**src/rtl/vmem_arbiter.sv**
```systemverilog
// rtl/vmem_arbiter.sv - single-port video memory arbiter; clear engine enabled by VMEM_ARBITER_CLEAR_EN
module vmem_arbiter #(
  parameter int H_MAX      = 640,
  parameter int V_MAX      = 480,
  parameter int FIFO_DEPTH = 4
) (
  input  logic        clk,
  input  logic        resetn,
  input  logic        vga_req,
  input  logic [9:0]  vga_h,
  input  logic [8:0]  vga_v,
  output logic [23:0] vga_rdata,
  output logic        vga_rvalid,
  input  logic        wr_valid,
  output logic        wr_ready,
  input  logic [9:0]  wr_h,
  input  logic [8:0]  wr_v,
  input  logic [23:0] wr_data,
  output logic        wr_drop,
  input  logic        clr_start,
  input  logic [23:0] clr_color,
  output logic        clr_busy,
  output logic        mem_en,
  output logic        mem_we,
  output logic [18:0] mem_addr,
  output logic [23:0] mem_wdata,
  input  logic [23:0] mem_rdata
);

  localparam int PW = (FIFO_DEPTH > 1) ? $clog2(FIFO_DEPTH) : 1;
  localparam int CW = PW + 1;
  localparam int EW = 43;
  localparam logic [9:0]    H_LIM   = 10'(H_MAX);
  localparam logic [8:0]    V_LIM   = 9'(V_MAX);
  localparam logic [CW-1:0] DEPTH_C = CW'(FIFO_DEPTH);

  // FIFO entry layout: {h[9:0], v[8:0], data[23:0]}; the top 19 bits double as the memory address
  logic [EW-1:0] fifo_q [FIFO_DEPTH];
  logic [EW-1:0] fifo_d [FIFO_DEPTH];
  logic [PW-1:0] wptr_q, wptr_d, rptr_q, rptr_d;
  logic [CW-1:0] count_q, count_d;
  logic          rdy_en_q, rdy_en_d;
  logic          wr_drop_q, wr_drop_d;
  logic          mem_en_q, mem_en_d, mem_we_q, mem_we_d;
  logic [18:0]   mem_addr_q, mem_addr_d;
  logic [23:0]   mem_wdata_q, mem_wdata_d;
  logic          rd_pend_q, rd_pend_d;
  logic          vga_rvalid_q, vga_rvalid_d;
  logic [23:0]   vga_rdata_q, vga_rdata_d;
  logic          push, push_ok, in_range, pop;
  logic [EW-1:0] head;

`ifdef VMEM_ARBITER_CLEAR_EN
  typedef enum logic {S_IDLE, S_CLEAR} state_t;
  state_t      state_q, state_d;
  logic [9:0]  clr_h_q, clr_h_d;
  logic [8:0]  clr_v_q, clr_v_d;
  logic [23:0] clr_color_q, clr_color_d;
  logic        clr_busy_q, clr_busy_d;
  assign clr_busy = clr_busy_q;
`else
  logic unused_clr;
  assign unused_clr = ^{clr_start, clr_color};
  assign clr_busy   = 1'b0;
`endif

  // rdy_en keeps wr_ready low until the first edge after reset release
  assign wr_ready   = rdy_en_q & (count_q < DEPTH_C);
  assign wr_drop    = wr_drop_q;
  assign mem_en     = mem_en_q;
  assign mem_we     = mem_we_q;
  assign mem_addr   = mem_addr_q;
  assign mem_wdata  = mem_wdata_q;
  assign vga_rvalid = vga_rvalid_q;
  assign vga_rdata  = vga_rdata_q;

  // Next-state: port grant (VGA > clear > FIFO head), read-return pipeline, FIFO bookkeeping
  always_comb begin
    fifo_d       = fifo_q;
    wptr_d       = wptr_q;
    rptr_d       = rptr_q;
    rdy_en_d     = 1'b1;
    mem_en_d     = 1'b0;
    mem_we_d     = 1'b0;
    mem_addr_d   = mem_addr_q;
    mem_wdata_d  = mem_wdata_q;
    // a read on the port this cycle returns data next cycle; capture it then
    rd_pend_d    = mem_en_q & ~mem_we_q;
    vga_rvalid_d = rd_pend_q;
    vga_rdata_d  = rd_pend_q ? mem_rdata : vga_rdata_q;
    push         = wr_valid & wr_ready;
    in_range     = (wr_h < H_LIM) && (wr_v < V_LIM);
    push_ok      = push & in_range;
    wr_drop_d    = push & ~in_range;
    head         = fifo_q[rptr_q];
    pop          = 1'b0;
`ifdef VMEM_ARBITER_CLEAR_EN
    state_d      = state_q;
    clr_h_d      = clr_h_q;
    clr_v_d      = clr_v_q;
    clr_color_d  = clr_color_q;
    clr_busy_d   = clr_busy_q;
`endif

    if (vga_req) begin
      mem_en_d   = 1'b1;
      mem_addr_d = {vga_h, vga_v};
    end
`ifdef VMEM_ARBITER_CLEAR_EN
    else if (state_q == S_CLEAR) begin
      mem_en_d    = 1'b1;
      mem_we_d    = 1'b1;
      mem_addr_d  = {clr_h_q, clr_v_q};
      mem_wdata_d = clr_color_q;
      if (clr_h_q == H_LIM - 10'd1) begin
        clr_h_d = 10'd0;
        if (clr_v_q == V_LIM - 9'd1) begin
          clr_v_d    = 9'd0;
          state_d    = S_IDLE;
          clr_busy_d = 1'b0;
        end else begin
          clr_v_d = clr_v_q + 9'd1;
        end
      end else begin
        clr_h_d = clr_h_q + 10'd1;
      end
    end
`endif
    else if (count_q != '0) begin
      pop         = 1'b1;
      mem_en_d    = 1'b1;
      mem_we_d    = 1'b1;
      mem_addr_d  = head[42:24];
      mem_wdata_d = head[23:0];
      rptr_d      = rptr_q + PW'(1);
    end

`ifdef VMEM_ARBITER_CLEAR_EN
    if (state_q == S_IDLE && clr_start) begin
      state_d     = S_CLEAR;
      clr_color_d = clr_color;
      clr_h_d     = 10'd0;
      clr_v_d     = 9'd0;
      clr_busy_d  = 1'b1;
    end
`endif

    if (push_ok) begin
      fifo_d[wptr_q] = {wr_h, wr_v, wr_data};
      wptr_d         = wptr_q + PW'(1);
    end
    count_d = count_q + CW'(push_ok) - CW'(pop);
  end

  // State registers; reset aborts any clear and flushes the FIFO at once
  always_ff @(posedge clk or negedge resetn) begin
    if (!resetn) begin
      for (int i = 0; i < FIFO_DEPTH; i++) fifo_q[i] <= '0;
      wptr_q       <= '0;
      rptr_q       <= '0;
      count_q      <= '0;
      rdy_en_q     <= 1'b0;
      wr_drop_q    <= 1'b0;
      mem_en_q     <= 1'b0;
      mem_we_q     <= 1'b0;
      mem_addr_q   <= '0;
      mem_wdata_q  <= '0;
      rd_pend_q    <= 1'b0;
      vga_rvalid_q <= 1'b0;
      vga_rdata_q  <= '0;
`ifdef VMEM_ARBITER_CLEAR_EN
      state_q      <= S_IDLE;
      clr_h_q      <= '0;
      clr_v_q      <= '0;
      clr_color_q  <= '0;
      clr_busy_q   <= 1'b0;
`endif
    end else begin
      for (int i = 0; i < FIFO_DEPTH; i++) fifo_q[i] <= fifo_d[i];
      wptr_q       <= wptr_d;
      rptr_q       <= rptr_d;
      count_q      <= count_d;
      rdy_en_q     <= rdy_en_d;
      wr_drop_q    <= wr_drop_d;
      mem_en_q     <= mem_en_d;
      mem_we_q     <= mem_we_d;
      mem_addr_q   <= mem_addr_d;
      mem_wdata_q  <= mem_wdata_d;
      rd_pend_q    <= rd_pend_d;
      vga_rvalid_q <= vga_rvalid_d;
      vga_rdata_q  <= vga_rdata_d;
`ifdef VMEM_ARBITER_CLEAR_EN
      state_q      <= state_d;
      clr_h_q      <= clr_h_d;
      clr_v_q      <= clr_v_d;
      clr_color_q  <= clr_color_d;
      clr_busy_q   <= clr_busy_d;
`endif
    end
  end

endmodule

```
**config.mk**
```make
export PLATFORM = sky130hd
export DESIGN_NAME = vmem_arbiter
export DESIGN_NICKNAME = d
export VERILOG_FILES = /design/src/rtl/vmem_arbiter.sv
export SDC_FILE = /design/constraint.sdc
export NUM_CORES = 1
export LEC_CHECK = 0
export CAP_MARGIN = 30
export CORE_MARGIN = 1.5
export CORE_UTILIZATION = 50
export DETAILED_ROUTE_END_ITERATION = 6
export GPL_TIMING_DRIVEN = 0
export PLACE_DENSITY = 0.82
export SETUP_SLACK_MARGIN = 0.4
export SYNTH_ARGS = -nofsm -noshare
export SYNTH_HDL_FRONTEND = slang
export SYNTH_SLANG_ARGS = --single-unit
```
**constraint.sdc**
```tcl
create_clock -name clk -period 6.6 [get_ports clk]
set_clock_uncertainty 0.15 [all_clocks]
set_input_delay 1.32 -clock clk [delete_from_list [all_inputs] [get_ports clk]]
set_output_delay 1.32 -clock clk [all_outputs]
set_load 0.02 [all_outputs]
```
# After elaboration in Yosys (flattened, before gate mapping)
# Cells that the tools add are included.
[word_totals]
register_bits = 252
out_inout_bits = 73
wordCells = 52
[op_classes]
add_sub_neg = 4
magnitude_cmp = 6
muxes = 11
bitwise_logic = 10
reduce_logical = 5
[ops]
columns = ["op", "n"]
rows = [
  ["$bwmux W172", 1],
  ["$mux W43", 3],
  ["$bmux W43 S2", 1],
  ["$demux W43 S2", 1],
  ["$mux W19", 2],
  ["$lt A10 B10 Y1 const B", 1],
  ["$lt A9 B9 Y1 const B", 1],
  ["$ge A3 B3 Y1 const B", 2],
  ["$not A2 Y3", 2],
  ["$and A1 B1 Y1", 5],
  ["$add A2 B1 Y2 const B", 2],
  ["$add A3 B1 Y3", 1],
  ["$lt A3 B1 Y1 const B", 1],
  ["$lt A3 B3 Y1 const B", 1],
  ["$mux W1", 3],
  ["$not A1 Y1", 3],
  ["$reduce_bool A3 Y1", 1],
  ["$sub A3 B1 Y3", 1],
  ["$logic_and A1 B1 Y1", 2],
  ["$reduce_and A2 Y1", 1],
  ["$reduce_bool A2 Y1", 1],
]

# Longest topological paths before layout
# Gate-level depths: netlist of run 1.
[logic_depth]
depth_word = 6
ltp_mapped = 11
ltp_nobuf = 10

# Least setup slack after synthesis of run 1
# OpenSTA, ideal clock, no wires.
[synth_timing]
path_kind = "input to register"
start = "in vga_req"
end = "reg count_q[2]"
arrival_ns = 2.980
t_required_ns = 6.326
path_slack_ns = 3.345
stages = 10
n_path_buf = 1
cell_sequence = "or2_2 > inv_2 > buf_4 > ha_1 > inv_1 > ha_1 > inv_1 > fa_1 > xnor2_1 > xnor2_1"
[synth_between]
elab_chain_len = 2
[synth_rtl]
columns = ["element", "line_no", "text"]
rows = [
  ["start, declared", "9", "input logic vga_req,"],
  ["$mux W1", "-", ""],
  ["net mem_we_d", "44", "logic mem_en_q, mem_en_d, mem_we_q, mem_we_d;"],
  ["$sub A3 B1 Y3", "152", "count_d = count_q + CW'(push_ok) - CW'(pop);"],
  ["net count_d[2]", "41", "logic [CW-1:0] count_q, count_d;"],
  ["end signal, assigned", "182", "count_q <= count_d;"],
  ["end, declared", "41", ""],
]
# The timed path passes the listed nets, and every way through them passes these cells.
# A chain may end at the register's enable or synchronous reset.

# Worst setup path in the final report of run 1
[layout_timing]
start = "in wr_v[6]"
end = "reg count_q[2]"
[layout_between]
elab_chain_len = 5
[layout_rtl]
columns = ["element", "line_no", "text"]
rows = [
  ["start, declared", "17", "input logic [8:0] wr_v,"],
  ["$lt A9 B9 Y1", "92", "in_range = (wr_h < H_LIM) && (wr_v < V_LIM);"],
  ["$logic_and A1 B1 Y1", "92", ""],
  ["$and A1 B1 Y1", "93", "push_ok = push & in_range;"],
  ["$add A3 B1 Y3", "152", ""],
  ["$sub A3 B1 Y3", "152", ""],
  ["net count_d[2]", "41", ""],
]
# The timed path passes the listed nets, and every way through them passes these cells.

==> results of run 1 <==
==> logic make-up (layout without fill, tap and decap cells) <==
group           Yosys count  after routing  share of synthesized area, %
other cells               2              3                        0.0699
xor+xnor                  5              5                         0.408
simple gates             32             32                          2.49
compound gates           21             21                          2.21
fa+ha+maj                 7              7                         0.885
buf+inv                  45            252                          3.03
flops                   252            252                          58.7
mux                     264            264                          32.2
==> per-layer routing <==
metal  vias to the layer above  GRT usage (%)
met1                      3230           27.0
met5                         -              0
li1                       2703              -
met4                         0           5.30
met2                       161           37.6
met3                        27           4.05
==> sequential cells by signal (all words and copies together) (netlist names) <==
| register | count |
|---|---|
| count_q | 3 |
| fifo_q | 172 |
| mem_addr | 19 |
| mem_en | 1 |
| mem_wdata | 24 |
| mem_we | 1 |
| rd_pend_q | 1 |
| rdy_en_q | 1 |
| rptr_q | 2 |
| vga_rdata | 24 |
| vga_rvalid | 1 |
| wptr_q | 2 |
| wr_drop | 1 |
==> through the flow <==
stage	cell area (um2)	hold WS [ns]
3_3_place_gp	12700	0.211
6_report	13600	0.244
3_5_place_dp	12700	0.223
2_1_floorplan	10700	0.202
5_1_grt	13600	0.247
4_1_cts	13600	0.243
==> worst min path at each step <==
stage / startpoint / to / slack [ns] / cells past startpoint
3_5_place_dp: rd_pend_q / vga_rvalid / 0.22 / 0
6_report: rd_pend_q / vga_rvalid / 0.24 / 0
3_3_place_gp: rd_pend_q / vga_rvalid / 0.21 / 0
4_1_cts: rd_pend_q / vga_rvalid / 0.24 / 0
5_1_grt: rd_pend_q / vga_rvalid / 0.25 / 0
2_1_floorplan: rd_pend_q / vga_rvalid / 0.20 / 0
==> critical path, cell delays in order <==
cell and delay, ns:
clkdlybuf4s50_1 0.57, nand4_2 0.36, nand3_1 0.31, ha_1 0.26, inv_1 0.06, ha_1 0.13, inv_1 0.05, fa_1 0.37
xnor2_1 0.23, xnor2_1 0.16
==> power by group through the flow <==
stage / clock network [mW] / registers [mW] / logic, mW
2_1_floorplan: 0 / 2.74 / 1.37
3_3_place_gp: 0 / 2.57 / 2.25
3_5_place_dp: 0 / 2.64 / 2.34
4_1_cts: 1.48 / 2.62 / 2.35
5_1_grt: 1.55 / 2.70 / 2.47
6_report: 1.45 / 2.62 / 2.31
==> layout by cell type, fill, tap and decap left out, types with 5 or more instances in the layout <==
cell               n
clkbuf_1          17
clkdlybuf4s50_1  160
mux2_1            13
dfrtp_1          252
buf_6             16
nand2b_1          20
clkinv_2           6
inv_1              5
buf_4              9
ha_1               6
o221a_2           19
mux2_2           208
clkbuf_16         27
mux4_2            43
==> layout make-up <==
| type | count | area (um2) | share of cell area, % |
|---|---|---|---|
| Sequential cell | 252 | 6310 | 46.5 |
| Multi-Input combinational cell | 331 | 4110 | 30.3 |
| Timing Repair Buffer | 162 | 1640 | 12.1 |
| Clock buffer | 36 | 739 | 5.45 |
| Tap cell | 275 | 344 | 2.54 |
| Buffer | 39 | 303 | 2.23 |
| Clock inverter | 9 | 101 | 0.747 |
| Inverter | 6 | 22.5 | 0.166 |
| Antenna cell | 1 | 2.50 | 0.0184 |
==> impl_metrics.ini, run 1 <==
[route]
drt-total-wl_um = 23100
m1WireLength_um = 9580
vias = 6121
drt_iter0_markers = 282
ant_nets = 0
highest_layer = met4
wl_met3_um = 1280
post-route-drc-count = 0
viasPerCell = 5.51
first_pass_iters = 4
wl_per_cell_um = 20.8
routed-wl-met2_um = 11800

[worst_setup_path]
crit_end = count_q[2]
reg2reg_slack_ns = 3.76
cp.arrival_ns = 3.83
reg2reg_depth = 11
critPathKind = in2reg
path_max_fanout = 6
critPathRequiredTime_ns = 6.88
r2r-start = count_q[1]
cp-end-kind = flip-flop
cp-startpoint = wr_v[6]
r2r-end = count_q[2]
startpoint_type = primary input

[cts]
cts_tree = yes
htree_levels = 1
clockRootBuffer = clkbuf_16
clk_pin_slew_ns = 0.06
post_cts_buffers = 0
holdBufCountCts = 0
ctsResizeCount = 0
clk_latency_ns = 0.52
cts_buffers = 26
cts_buffer_depth = 3
clock_sinks = 252

[sta]
setup_slack_ns = 3.06
fmax_mhz = 282
fin_crit_ns = 3.54
rsz0062_at_grt = no
period_share_pct = 53.7
worst_pin_slew_ns = 0.906
setup_viol = 0
slew_headroom_pct = 39.6
setup-tns-final_ns = 0
hold_viol_final = 0
finalMaxSlewViolations = 0

[grt]
grt_max_degree = 136
grt_use_total_pct = 21.3
antenna_found_initial = 1
gr-total-overflow = 0
grt_first_pass_wirelength_um = 36800
grt_pass1_vias = 6900

[synthesis]
ys_ff_latch = 252
syn_area_mm2 = 0.0107
synth.avg_cell_area_um2 = 17.1
synthArstFlopShare_pct = 100
syn_inst = 628
synth_commonest_cells = dfrtp_1, mux2_2, mux4_2, nand2b_1, o221a_2
synth_top_flop_cell = dfrtp_1
synth_most_common_cell = dfrtp_1
synth_largest_area_cell = dfrtp_1
synth.top_cells.by_area = dfrtp_1, mux2_2, mux4_2, o221a_2, buf_6
yosysSeqAreaShare_pct = 58.7
syn_nets = 750
synth_edf_count = 0
yosys_warnings = 0
ys_types = 28
synth_top_area_share_pct = 58.7

[power_and_ir_drop]
power_leakage_nw = 5.98
power_switching_share_pct = 29.7
power.switching_mw = 1.90
power_frac_seq_pct = 41.1
clock_power_share_pct = 22.7
p_comb_share_pct = 36.2
p_total_mw = 6.38
ir_drop_mv = 0.233
internal_power_mw = 4.48
power_density_mw_per_mm2 = 470

[placed_design]
placed_cells = 1065
gp_congestion = 0.716
place_ws_ns = 2.49
io_buffers = 161
place_hpwl_um = 15600

[layout]
drive_above_1_share_pct = 41.4
num-nets-final = 940
final_util_pct = 64.6
area_growth_pct = 26.4
fill_cells = 1476
stdcell_count = 1111

[floorplanning]
initial_core_util_pct = 51.1
die_x_um = 150
die_y_um = 150
row_count = 53
fp.dieArea_mm2 = 0.0224
core_mm2 = 0.0210
pin_count = 188

[flow_run]
cap_viol_max_count = 0

[hold_path]
hp-class = reg2reg

[status]
outcome = finished clean
No activity file was read; power rests on OpenSTA's default activity.
==> run 2: changes to the inputs <==
CORE_UTILIZATION = 48   (was 50)
PLACE_DENSITY = 0.83   (was 0.82)
clock period = 2.9 ns   (was 6.6 ns; I/O delays follow)
==> impl_metrics.ini, run 2 (synthesis gave the netlist of run 1 again) <==
[hold_path]
hp-start = rd_pend_q
hold_depth = 0
hp-class = reg2reg
hold_path_end = vga_rvalid

[floorplanning]
fp.dieArea_mm2 = 0.0233
pin_count = 188
die_y_um = 153
initial_core_util_pct = 49.1
core_mm2 = 0.0219
die_x_um = 153
row_count = 54

[worst_setup_path]
critPathKind = in2reg
startpoint_type = primary input
r2r-start = count_q[2]
critPathRequiredTime_ns = 3.15
reg2reg_slack_ns = 0.49
cp-end-kind = flip-flop
r2r-end = count_q[2]
reg2reg_depth = 11
cp.arrival_ns = 2.67
path_max_fanout = 6

[grt]
grt_max_degree = 106
grt_first_pass_wirelength_um = 35800
antenna_found_initial = 0
gr-total-overflow = 0
grt_pass1_vias = 6480
grt_use_total_pct = 19.2

[layout]
num-nets-final = 947
area_growth_pct = 26.9
layout_commonest_cell = dfrtp_1
drive_above_1_share_pct = 42.4
regMostFlops = fifo_q
layout_common_cells = dfrtp_1, mux2_2, clkdlybuf4s50_1
antenna_cells = 0
largest_reg_flops = 172
stdcell_count = 1119

[sta]
fmax_mhz = 412
rsz0062_at_grt = no
fin_crit_ns = 2.43
period_share_pct = 83.7
worst_pin_slew_ns = 0.772
slew_headroom_pct = 48.6
finalMaxSlewViolations = 0
hold_viol_final = 0
setup-tns-final_ns = 0
setup_viol = 0

[cts]
cts_tree = yes
cts_buffer_depth = 3
clk_pin_slew_ns = 0.06
cts_buffers = 26
clock_sinks = 252
clockRootBuffer = clkbuf_16
clk_latency_ns = 0.53
htree_levels = 1

[route]
drt_iter0_markers = 247
ant_nets = 0
vias = 6064
first_pass_iters = 4
wl_per_cell_um = 19.6
viasPerCell = 5.42
post-route-drc-count = 0
drt-total-wl_um = 21900

[power_and_ir_drop]
power_density_mw_per_mm2 = 1040
power_leakage_nw = 6.01
ir_drop_mv = 0.465

[placed_design]
placed_cells = 1071
gp_congestion = 0.729
place_hpwl_um = 14600
io_buffers = 161

[flow_run]
cap_viol_max_count = 0

[status]
outcome = finished clean
[run 2: cell types whose count changed in the layout (fill, tap and decap cells not counted), sizes merged]
cell	change
bufinv	-2
clkdlybuf4s50	-2
dlymetal6s2s	+1
dlygate4sd2	+1
dlygate4sd3	+1
buf	+6
diode	-1
clkbuf	-1
[run 2: area by class of cell]
cell class,instances,area (um2)
Fill cell,1621,8260
Sequential cell,252,6310
Multi-Input combinational cell,331,4150
Timing Repair Buffer,169,1720
Clock buffer,35,714
Tap cell,280,350
Buffer,39,314
Clock inverter,7,52.6
Inverter,6,25.0
[run 2: per-stage QoR]
stage                     area (um2)  hold slack, ns  util (%)  total power, mW  setup slack (ns)
after floorplan                10700           0.134         -             9.35             0.415
after global placement         12700           0.204      58.0             11.0             -9.51
after detailed placement       12800           0.208      58.3             11.2            -0.373
after CTS                      13600           0.222      62.1             14.3             0.404
after global routing           13600           0.231      62.3             15.0             0.395
final                          13600           0.221      62.3             14.2             0.474
[run 2: worst max path at each step]
stage	from	to	cells past startpoint
detailed placement	wr_v[6]	count_q[2]	10
global route	count_q[2]	count_q[2]	11
CTS	count_q[2]	count_q[2]	10
finish	wr_valid	count_q[2]	11
global placement	resetn	mem_addr[11]	1
floorplan	vga_req	count_q[2]	10
[run 2: metal layers]
metal	global-route usage [%]	share of wire [%]	up-vias
li1	-	-	2718
met4	3.53	1.2	0
met2	31.8	49	148
met3	3.61	5.0	25
met5	0	0	-
met1	26.9	45	3173
[run 2: critical path: stages]
cell and delay (ns):
clkdlybuf4s50_1 0.46, and3b_2 0.21, buf_6 0.16, nand3_2 0.12, ha_1 0.29, inv_1 0.06
ha_1 0.13, inv_1 0.05, fa_2 0.35, xnor2_2 0.14, xnor2_1 0.13
[run 2: repair_timing]
action / 4_1_cts / 5_1_grt
endpoints found under the setup margin: 2 / 2
gates resized for setup: 7 / 8
pin swaps: 4 / 4
endpoints found under the hold margin: 67 / 0
hold buffers: 1 / 0
buffers inserted: 4 / 1
[run 2: power by group]
part           total, mW  internal, mW  switching, mW
combinational       5.27          3.18           2.10
sequential          5.91          5.12          0.794
clock               3.04          1.72           1.32
==> run 3: changes to the inputs <==
clock period = 2.14 ns   (was 2.9 ns; I/O delays follow)
==> impl_metrics.ini, run 3 (synthesis gave the netlist of run 1 again) <==
[status]
outcome = finished with violations
violations = setup timing

[floorplanning]
die_x_um = 153
core_mm2 = 0.0219
fp.dieArea_mm2 = 0.0233
die_y_um = 153
row_count = 54
initial_core_util_pct = 49.1
pin_count = 188

[cts]
cts_tree = yes
htree_levels = 1
cts_buffer_depth = 3
clk_pin_slew_ns = 0.06
clockRootBuffer = clkbuf_16
clock_sinks = 252
cts_buffers = 27
clk_latency_ns = 0.54

[worst_setup_path]
crit_end = count_q[2]
cp-end-kind = flip-flop
cp.arrival_ns = 2.57
reg2reg_depth = 11
startpoint_type = flip-flop
critPathRequiredTime_ns = 2.42
path_max_fanout = 2
reg2reg_slack_ns = -0.16
critPathKind = reg2reg
r2r-start = count_q[0]
r2r-end = count_q[2]
cp-startpoint = count_q[0]

[sta]
setup_viol = 53
period_share_pct = 107
worst_pin_slew_ns = 0.755
fmax_mhz = 435
hold_viol_final = 0
fin_crit_ns = 2.30
rsz0062_at_grt = yes
setup_slack_ns = -0.158
setup-tns-final_ns = -1.93
finalMaxSlewViolations = 0
timing.hold.ws_ns = 0.120
slew_headroom_pct = 49.7

[route]
first_pass_iters = 4
drt-total-wl_um = 27200
drt_iter0_markers = 306
ant_nets = 0
vias = 6560
wl_per_cell_um = 22.6
viasPerCell = 5.46
post-route-drc-count = 0

[flow_run]
cap_viol_max_count = 0

[grt]
gr-total-overflow = 0
antenna_found_initial = 1
grt_use_total_pct = 23.5
grt_first_pass_wirelength_um = 42800
grt_pass1_vias = 7283
grt_max_degree = 127

[layout]
layout_commonest_cell = dfrtp_1
largest_reg_flops = 172
area_growth_pct = 43.7
num-nets-final = 1023
antenna_cells = 0
regMostFlops = fifo_q
layout_common_cells = dfrtp_1, mux2_2, mux2_4
drive_above_1_share_pct = 58.4

[power_and_ir_drop]
power_leakage_nw = 7.40
ir_drop_mv = 0.741
power_density_mw_per_mm2 = 1400

[hold_path]
hp-class = in2async

[placed_design]
io_buffers = 161
place_hpwl_um = 14600
gp_congestion = 0.718
run 3: what timing repair did:
item | 4_1_cts | 5_1_grt
setup endpoints to repair | 292 | 230
pin swaps | 13 | 3
endpoints found under the hold margin | 252 | 0
buffers inserted | 49 | 9
cloned | 22 | 0
gates resized for setup | 473 | 56
hold buffers | 1 | 0
run 3: worst max-delay path: stages, from the launching register on:
cell and delay, ns:
dfrtp_1 0.41, nor3_4 0.23, or2_4 0.20, inv_8 0.04, buf_12 0.11, ha_4 0.21, inv_4 0.05, ha_4 0.11
inv_2 0.03, fa_2 0.36, xnor2_2 0.16, xnor2_1 0.13
run 3: worst min path at each step:
stage	endpoint	slack [ns]
after floorplan	count_q[0]	-0.02
after global placement	vga_rvalid	0.21
after detailed placement	vga_rdata[4]	0.08
after CTS	fifo_q[150]	0.11
after global routing	vga_rdata[4]	0.12
final	vga_rdata[4]	0.12
run 3: final cells by class:
cell class / count / area (um2)
plain buffers: 39 / 557
clock buffers: 41 / 808
flip-flops and latches: 252 / 6310
multi-input cells: 331 / 4590
repair buffers: 244 / 2670
clock inverters: 9 / 124
fillers: 1365 / 6450
well taps: 280 / 350
inverters: 6 / 32.5
run 3: where the power goes:
| group | switching (mW) | internal [mW] | leakage (nW) |
|---|---|---|---|
| Combinational | 3.35 | 5.25 | 3.79 |
| Clock | 1.88 | 2.96 | 0.464 |
| Sequential | 1.22 | 6.94 | 3.15 |
run 3: per-stage QoR:
stage	instances	instance area [um2]	utilization, %	worst slack [ns]	power (mW)
floorplan	628	10800	-	-0.123	12.7
global placement	1069	12800	58.3	-10.14	15.0
detailed placement	1071	12800	58.6	-0.869	15.3
CTS	1193	15200	69.3	-0.111	21.2
global route	1202	15400	70.5	-0.245	22.7
finish	1202	15400	70.5	-0.158	21.6
run 3: per-layer routing:
layer  GRT usage, %  vias to the layer above  share of wire, %
met5              0                        -             0.048
met4           5.86                        2               2.1
li1               -                     2890                 -
met3           4.18                       44               5.2
met1           31.8                     3417                43
met2           39.6                      207                50
